**config.mk**
```make
export PLATFORM = sky130hd
export DESIGN_NAME = pmod_button_counter
export DESIGN_NICKNAME = d
export VERILOG_FILES = /design/src/rtl/pmod_pkg.sv /design/src/rtl/btn_debounce.sv /design/src/rtl/pmod_button_counter.sv
export SDC_FILE = /design/constraint.sdc
export NUM_CORES = 1
export LEC_CHECK = 0
export ABC_AREA = 1
export CORE_MARGIN = 4
export CORE_UTILIZATION = 60
export DETAILED_ROUTE_END_ITERATION = 7
export PLACE_DENSITY_LB_ADDON = 0.1
export SYNTH_ARGS = -nofsm -noshare
export SYNTH_HDL_FRONTEND = slang
export SYNTH_SLANG_ARGS = --single-unit
```
**constraint.sdc**
```tcl
create_clock -name clk -period 4.3 [get_ports clk]
set_input_delay 0.645 -clock clk [delete_from_list [all_inputs] [get_ports clk]]
set_output_delay 0.645 -clock clk [all_outputs]
set_load 0.02 [all_outputs]
```
**src/rtl/pmod_pkg.sv**
```systemverilog
// Shared types and constants for the PMOD push-button reader.
// Holds the debounce state encoding and the helper that converts a debounce time into clock cycles.
package pmod_pkg;

  typedef enum logic [1:0] {
    UP        = 2'd0,
    DOWN_WAIT = 2'd1,
    DOWN      = 2'd2,
    UP_WAIT   = 2'd3
  } db_state_e;

  localparam int unsigned CLK_HZ = 32'd12_000_000;

  function automatic int unsigned ms_to_cycles(input int unsigned ms, input int unsigned clk_hz);
    return ms * (clk_hz / 32'd1000);
  endfunction

endpackage

```
**src/rtl/btn_debounce.sv**
```systemverilog
// Single-button reader: two-flop synchronizer, then a debounce FSM that reports
// a one-cycle press pulse and a debounced held level, both registered.
module btn_debounce
  import pmod_pkg::*;
#(
  parameter int unsigned DEBOUNCE_CYCLES = 32'd4
) (
  input  logic clk,
  input  logic rst,
  input  logic pin_n,
  output logic press,
  output logic held
);

  localparam int unsigned CNT_BITS = $clog2(DEBOUNCE_CYCLES + 32'd1);
  localparam logic [CNT_BITS-1:0] LIMIT = CNT_BITS'(DEBOUNCE_CYCLES);
  localparam logic [CNT_BITS-1:0] ONE   = CNT_BITS'(1);

  logic                sync_meta_q;
  logic                sync_n_q;
  db_state_e           state_q, state_d;
  logic [CNT_BITS-1:0] cnt_q, cnt_d;
  logic [CNT_BITS-1:0] cnt_inc_s;
  logic                press_q, press_d;
  logic                held_q, held_d;

  assign cnt_inc_s = cnt_q + ONE;

  // Next-state, stability-count and output decode for the debounce FSM
  always_comb begin
    state_d = state_q;
    cnt_d   = cnt_q;
    case (state_q)
      UP: begin
        if (!sync_n_q) begin
          state_d = DOWN_WAIT;
          cnt_d   = ONE;
        end else begin
          cnt_d   = '0;
        end
      end
      DOWN_WAIT: begin
        if (sync_n_q) begin
          state_d = UP;
          cnt_d   = '0;
        end else if (cnt_inc_s == LIMIT) begin
          state_d = DOWN;
          cnt_d   = '0;
        end else begin
          cnt_d   = cnt_inc_s;
        end
      end
      DOWN: begin
        if (sync_n_q) begin
          state_d = UP_WAIT;
          cnt_d   = ONE;
        end else begin
          cnt_d   = '0;
        end
      end
      UP_WAIT: begin
        if (!sync_n_q) begin
          state_d = DOWN;
          cnt_d   = '0;
        end else if (cnt_inc_s == LIMIT) begin
          state_d = UP;
          cnt_d   = '0;
        end else begin
          cnt_d   = cnt_inc_s;
        end
      end
      default: begin
        state_d = UP;
        cnt_d   = '0;
      end
    endcase
    // Only the DOWN_WAIT -> DOWN transition is a press; release is silent.
    press_d = (state_q == DOWN_WAIT) && (state_d == DOWN);
    held_d  = (state_d == DOWN) || (state_d == UP_WAIT);
  end

  // Synchronizer, FSM state, stability counter and registered outputs
  always_ff @(posedge clk) begin
    if (rst) begin
      sync_meta_q <= 1'b1;
      sync_n_q    <= 1'b1;
      state_q     <= UP;
      cnt_q       <= '0;
      press_q     <= 1'b0;
      held_q      <= 1'b0;
    end else begin
      sync_meta_q <= pin_n;
      sync_n_q    <= sync_meta_q;
      state_q     <= state_d;
      cnt_q       <= cnt_d;
      press_q     <= press_d;
      held_q      <= held_d;
    end
  end

  assign press = press_q;
  assign held  = held_q;

endmodule

```
**src/rtl/pmod_button_counter.sv**
```systemverilog
// PMOD button reader: debounces every button and keeps an up/down counter
// (button 0 up, button 1 down) that is shown directly on the LEDs.
module pmod_button_counter
  import pmod_pkg::*;
#(
  parameter int unsigned N_BTN           = 32'd2,
  parameter int unsigned DEBOUNCE_CYCLES = ms_to_cycles(32'd10, CLK_HZ),
  parameter int unsigned CNT_W           = 32'd3
) (
  input  logic             clk,
  input  logic             rst,
  input  logic [N_BTN-1:0] pmod,
  output logic [N_BTN-1:0] press,
  output logic [N_BTN-1:0] held,
  output logic [CNT_W-1:0] led
);

  logic [CNT_W-1:0] count_q, count_d;

  for (genvar i = 0; i < N_BTN; i++) begin : g_btn
    btn_debounce #(
      .DEBOUNCE_CYCLES(DEBOUNCE_CYCLES)
    ) u_debounce (
      .clk  (clk),
      .rst  (rst),
      .pin_n(pmod[i]),
      .press(press[i]),
      .held (held[i])
    );
  end

  // Up/down step; simultaneous up and down presses cancel
  always_comb begin
    count_d = count_q;
    case ({press[0], press[1]})
      2'b10:   count_d = count_q + CNT_W'(1);
      2'b01:   count_d = count_q - CNT_W'(1);
      default: count_d = count_q;
    endcase
  end

  // Counter register
  always_ff @(posedge clk) begin
    if (rst) begin
      count_q <= '0;
    end else begin
      count_q <= count_d;
    end
  end

  assign led = count_q;

endmodule

```
==> flow_metrics.py <==
metrics = {
    "synth": {
        "yosys_register_bits": 49,
        "synthesized_netlist_cell_count": 351,
        "synthesis.area_sq_um": 2430,
        "synth_cell_types": 28,
        "synth_area_leaders": "sky130_fd_sc_hd__dfxtp_1 40%, sky130_fd_sc_hd__nand2_1 14%, sky130_fd_sc_hd__nor2_1 8.2%, sky130_fd_sc_hd__inv_1 6.6%, sky130_fd_sc_hd__nand3_1 4.5%",
        "yosysTopAreaCell": "sky130_fd_sc_hd__dfxtp_1",
        "synth.net_count": 359,
        "yosysWarningCount": 0,
        "synth-seq-area-share_pct": 40.3,
        "syn_area_per_cell_sq_um": 6.93,
        "yosys.area.top_type_share_pct": 40.3,
    },
    "floorplan": {
        "ioPinCount": 11,
        "placementRows": 22,
        "floorplan.initialDensity_pct": 64.0,
        "chipWidth_um": 71.7,
        "core-area_sq_um": 3800,
        "floorplan.die.height_um": 71.7,
        "fp.dieArea_sq_um": 5130,
    },
    "routing": {
        "wirelength_met1_um": 2240,
        "detailroute.wirelength.met2_um": 1950,
        "post-route-drc-count": 0,
        "finalWirelength_um": 4480,
        "top_layer": "met4",
        "drtIter0Drc": 88,
        "avgViaCountPerCell": 5.06,
        "vias": 2079,
        "route.antenna.remaining_nets": 0,
        "met3_length_um": 211,
        "detailedRoute.firstPassIterationCount": 5,
        "wire_per_inst_um": 10.9,
    },
    "pwr": {
        "ir_drop_uv": 252,
        "power_leakage_nw": 0.930,
        "areal_power_density_over_the_cells_nw_per_um2": 303,
    },
    "worst_setup_path": {
        "regToRegStartpoint": "g_btn[0].u_debounce.cnt_q[0]$_SDFF_PP0_",
        "required_time_worst_endpoint_ns": 4.48,
        "critical_path.endpoint_type": "register",
        "worstSetupStartpointType": "register",
        "crit_path_cell_trace": "ha_1 -> nand3_2 -> nor2_4 -> nand2_1 -> nand2_1 -> nand2_1 -> nor2_1 -> nand2_1 -> nor2_1 -> nand3_1 -> nand2_2 -> a21oi_1",
        "r2r_end": "g_btn[0].u_debounce.cnt_q[9]$_SDFF_PP0_",
        "crit_path_max_incr_delay_ns": 0.39,
        "worst_path_max_delay_cell": "sky130_fd_sc_hd__dfxtp_1",
        "criticalPathCategory": "reg -> reg",
        "r2r_cells": 12,
        "worst-r2r-setup-slack_ns": 2.12,
        "critPathBufInv": 0,
        "critPathTopFamily": "simple AND/OR/NAND/NOR gates",
        "cpMostUsedCell": "sky130_fd_sc_hd__nand2_1",
        "path_max_fanout": 15,
        "worst_ep_arrival_time_ns": 2.36,
    },
    "final_layout": {
        "area_delta_synth_final_pct": 9.21,
        "filler_cell_count": 319,
        "register_area_sq_um": 981,
        "final_nets": 370,
        "final_layout_size_suffix_gt1_share_pct": 10.2,
        "num_antenna_cells": 0,
        "multiInputGateArea_sq_um": 1230,
        "fin_area_sq_um": 2660,
        "final_core_utilization_pct": 69.9,
    },
    "timing": {
        "max_freq_ghz": 0.458,
        "worst-slew-pin-transition_ns": 0.400,
        "final_min_period_over_clock_period_pct": 50.8,
        "count_of_final_hold_check_violations": 0,
        "timing.clock.skew_ns": 0.00382,
        "final-setup-viol-count": 0,
        "worst_slew_margin_rel_pct": 73.2,
        "fin_tns_setup_ns": 0,
        "finalCriticalPeriod_ns": 2.18,
        "timing.final.max_slew_violations": 0,
        "worst_setup_slack_final_ns": 2.12,
        "unrepaired_setup_endpoints_after_global_routing": "false",
    },
    "worst_hold_path": {
        "worstHoldStart": "g_btn[0].u_debounce.sync_meta_q$_SDFF_PP1_",
        "worst_hold_path.endpoint": "g_btn[0].u_debounce.sync_n_q$_SDFF_PP1_",
        "timing.hold.worst.class": "reg -> reg",
        "worstHoldPathCells": 1,
    },
    "flow_run": {
        "cap_violations": 0,
    },
    "grt": {
        "number_of_antenna_violations_at_the_first_check_in_global_routing": 0,
        "via_count_of_the_first_global_routing_pass": 1806,
        "maximum_number_of_pins_on_one_net_before_global_route_repair": 16,
        "groute.usage.overall_pct": 18.8,
        "grt_overflow_total": 0,
        "first_pass_grt_wire_length_um": 7760,
    },
    "placement": {
        "gp_congestion": 0.860,
        "post-place-ws_ns": 1.91,
        "placement.cell_area_sq_um": 2540,
        "dpl.hpwl_um": 3420,
        "io_buffer_count": 10,
    },
    "clocking": {
        "clock_latency_ns": 0.30,
        "ctsResizeCount": 0,
        "hold_buffers": 0,
        "cts_tree": "yes",
        "cts.htree.levels": 2,
        "postCtsSetupBuffers": 0,
        "buffer_depth_of_the_longest_clock_path": 2,
        "cts_num_sinks": 49,
        "root_buffer": "sky130_fd_sc_hd__clkbuf_8",
        "worst_setup_hold_path_clk_slew_ns": 0.09,
        "cts_made_buffers": 5,
    },
    "outcome": {
        "status": "complete, no violations",
    },
}
[how the worst max path moves through the flow]
stage                                                  startpoint  depth (start not counted)                                  endpoint
final                     g_btn[0].u_debounce.cnt_q[0]$_SDFF_PP0_                         12   g_btn[0].u_debounce.cnt_q[9]$_SDFF_PP0_
after CTS                 g_btn[0].u_debounce.cnt_q[0]$_SDFF_PP0_                         12   g_btn[0].u_debounce.cnt_q[9]$_SDFF_PP0_
after floorplan           g_btn[0].u_debounce.cnt_q[0]$_SDFF_PP0_                         11  g_btn[0].u_debounce.cnt_q[12]$_SDFF_PP0_
after global placement                                        rst                          8   g_btn[0].u_debounce.cnt_q[2]$_SDFF_PP0_
after global routing      g_btn[0].u_debounce.cnt_q[0]$_SDFF_PP0_                         10   g_btn[0].u_debounce.cnt_q[9]$_SDFF_PP0_
after detailed placement                                      rst                          8   g_btn[0].u_debounce.cnt_q[2]$_SDFF_PP0_
[Yosys cell counts]
cell                       instances
sky130_fd_sc_hd__inv_1            43
sky130_fd_sc_hd__nor2_2           16
sky130_fd_sc_hd__a21oi_2           1
sky130_fd_sc_hd__or2_2             4
sky130_fd_sc_hd__xnor2_2           1
sky130_fd_sc_hd__ha_1              3
sky130_fd_sc_hd__o21ai_0           8
sky130_fd_sc_hd__a21oi_1          16
sky130_fd_sc_hd__nand3_1          22
sky130_fd_sc_hd__o21ai_1           1
sky130_fd_sc_hd__o21bai_1          1
sky130_fd_sc_hd__nand2_1          88
sky130_fd_sc_hd__nand4_1          10
sky130_fd_sc_hd__nand2_2           4
sky130_fd_sc_hd__nand3b_1          3
sky130_fd_sc_hd__nor3_1            7
sky130_fd_sc_hd__nor2_4            1
sky130_fd_sc_hd__buf_6             2
sky130_fd_sc_hd__and2_1            1
sky130_fd_sc_hd__and3_1            1
sky130_fd_sc_hd__xnor2_1           4
sky130_fd_sc_hd__buf_4             4
sky130_fd_sc_hd__nand3_2           1
sky130_fd_sc_hd__dfxtp_1          49
sky130_fd_sc_hd__inv_2             2
sky130_fd_sc_hd__fa_1              1
sky130_fd_sc_hd__xor2_1            4
sky130_fd_sc_hd__nor2_1           53
[metal layers]
metal,vias to the layer above,GRT usage (%)
li1,1119,-
met1,917,26.0
met2,35,28.8
met3,8,4.63
met4,0,6.26
met5,-,0
[registers in the layout, indices dropped and copies added, names as in the netlist]
signal / cells
g_btn.u_debounce.held: 2
led: 3
g_btn.u_debounce.state_q: 4
g_btn.u_debounce.sync_n_q: 2
g_btn.u_debounce.sync_meta_q: 2
g_btn.u_debounce.cnt_q: 34
g_btn.u_debounce.press: 2
[placed cells by master, fill, tap and decap left out, types with 7 or more instances in the layout]
| cell type | Yosys | layout |
|---|---|---|
| sky130_fd_sc_hd__nand2_1 | 88 | 88 |
| sky130_fd_sc_hd__nor2_1 | 53 | 53 |
| sky130_fd_sc_hd__dfxtp_1 | 49 | 49 |
| sky130_fd_sc_hd__inv_1 | 43 | 43 |
| sky130_fd_sc_hd__nand3_1 | 22 | 22 |
| sky130_fd_sc_hd__nor2_2 | 16 | 16 |
| sky130_fd_sc_hd__a21oi_1 | 16 | 16 |
| sky130_fd_sc_hd__nand4_1 | 10 | 10 |
| sky130_fd_sc_hd__clkdlybuf4s50_1 | 0 | 10 |
| sky130_fd_sc_hd__o21ai_0 | 8 | 8 |
| sky130_fd_sc_hd__nor3_1 | 7 | 7 |
[area by class of cell]
class / count / share of cell area (%)
multi-input combinational: 251 / 46.3
sequential: 49 / 36.9
inverter: 45 / 6.36
timing repair buffer: 10 / 3.77
clock buffer: 7 / 3.25
tap: 48 / 2.26
clock inverter: 1 / 1.13
[report_power, final]
group / switching, mW / internal (mW) / total (mW)
clock network: 0.148 / 0.190 / 0.337
registers: 0.00163 / 0.456 / 0.458
logic: 0.00467 / 0.00477 / 0.00944
[through the flow]
stage / hold WS, ns / power, mW / std cells
global route: 0.442 / 0.831 / 411
detailed placement: 0.399 / 0.478 / 403
global placement: 0.396 / 0.477 / 403
finish: 0.419 / 0.804 / 411
floorplan: 0.389 / 0.473 / 351
CTS: 0.421 / 0.812 / 411
[kinds of logic (layout without fill, tap and decap cells)]
family | count (synthesis) | count (layout) | share of synthesized area (%)
XOR/XNOR | 9 | 9 | 3.55
AND/OR/NAND/NOR | 211 | 211 | 38.8
AO/OA/AOI/OAI | 27 | 27 | 5.82
flip-flops | 49 | 49 | 40.3
buffers and inverters | 51 | 63 | 9.11
adder cells (fa/ha/maj) | 4 | 4 | 2.37
No activity file was read; power rests on OpenSTA's default activity.
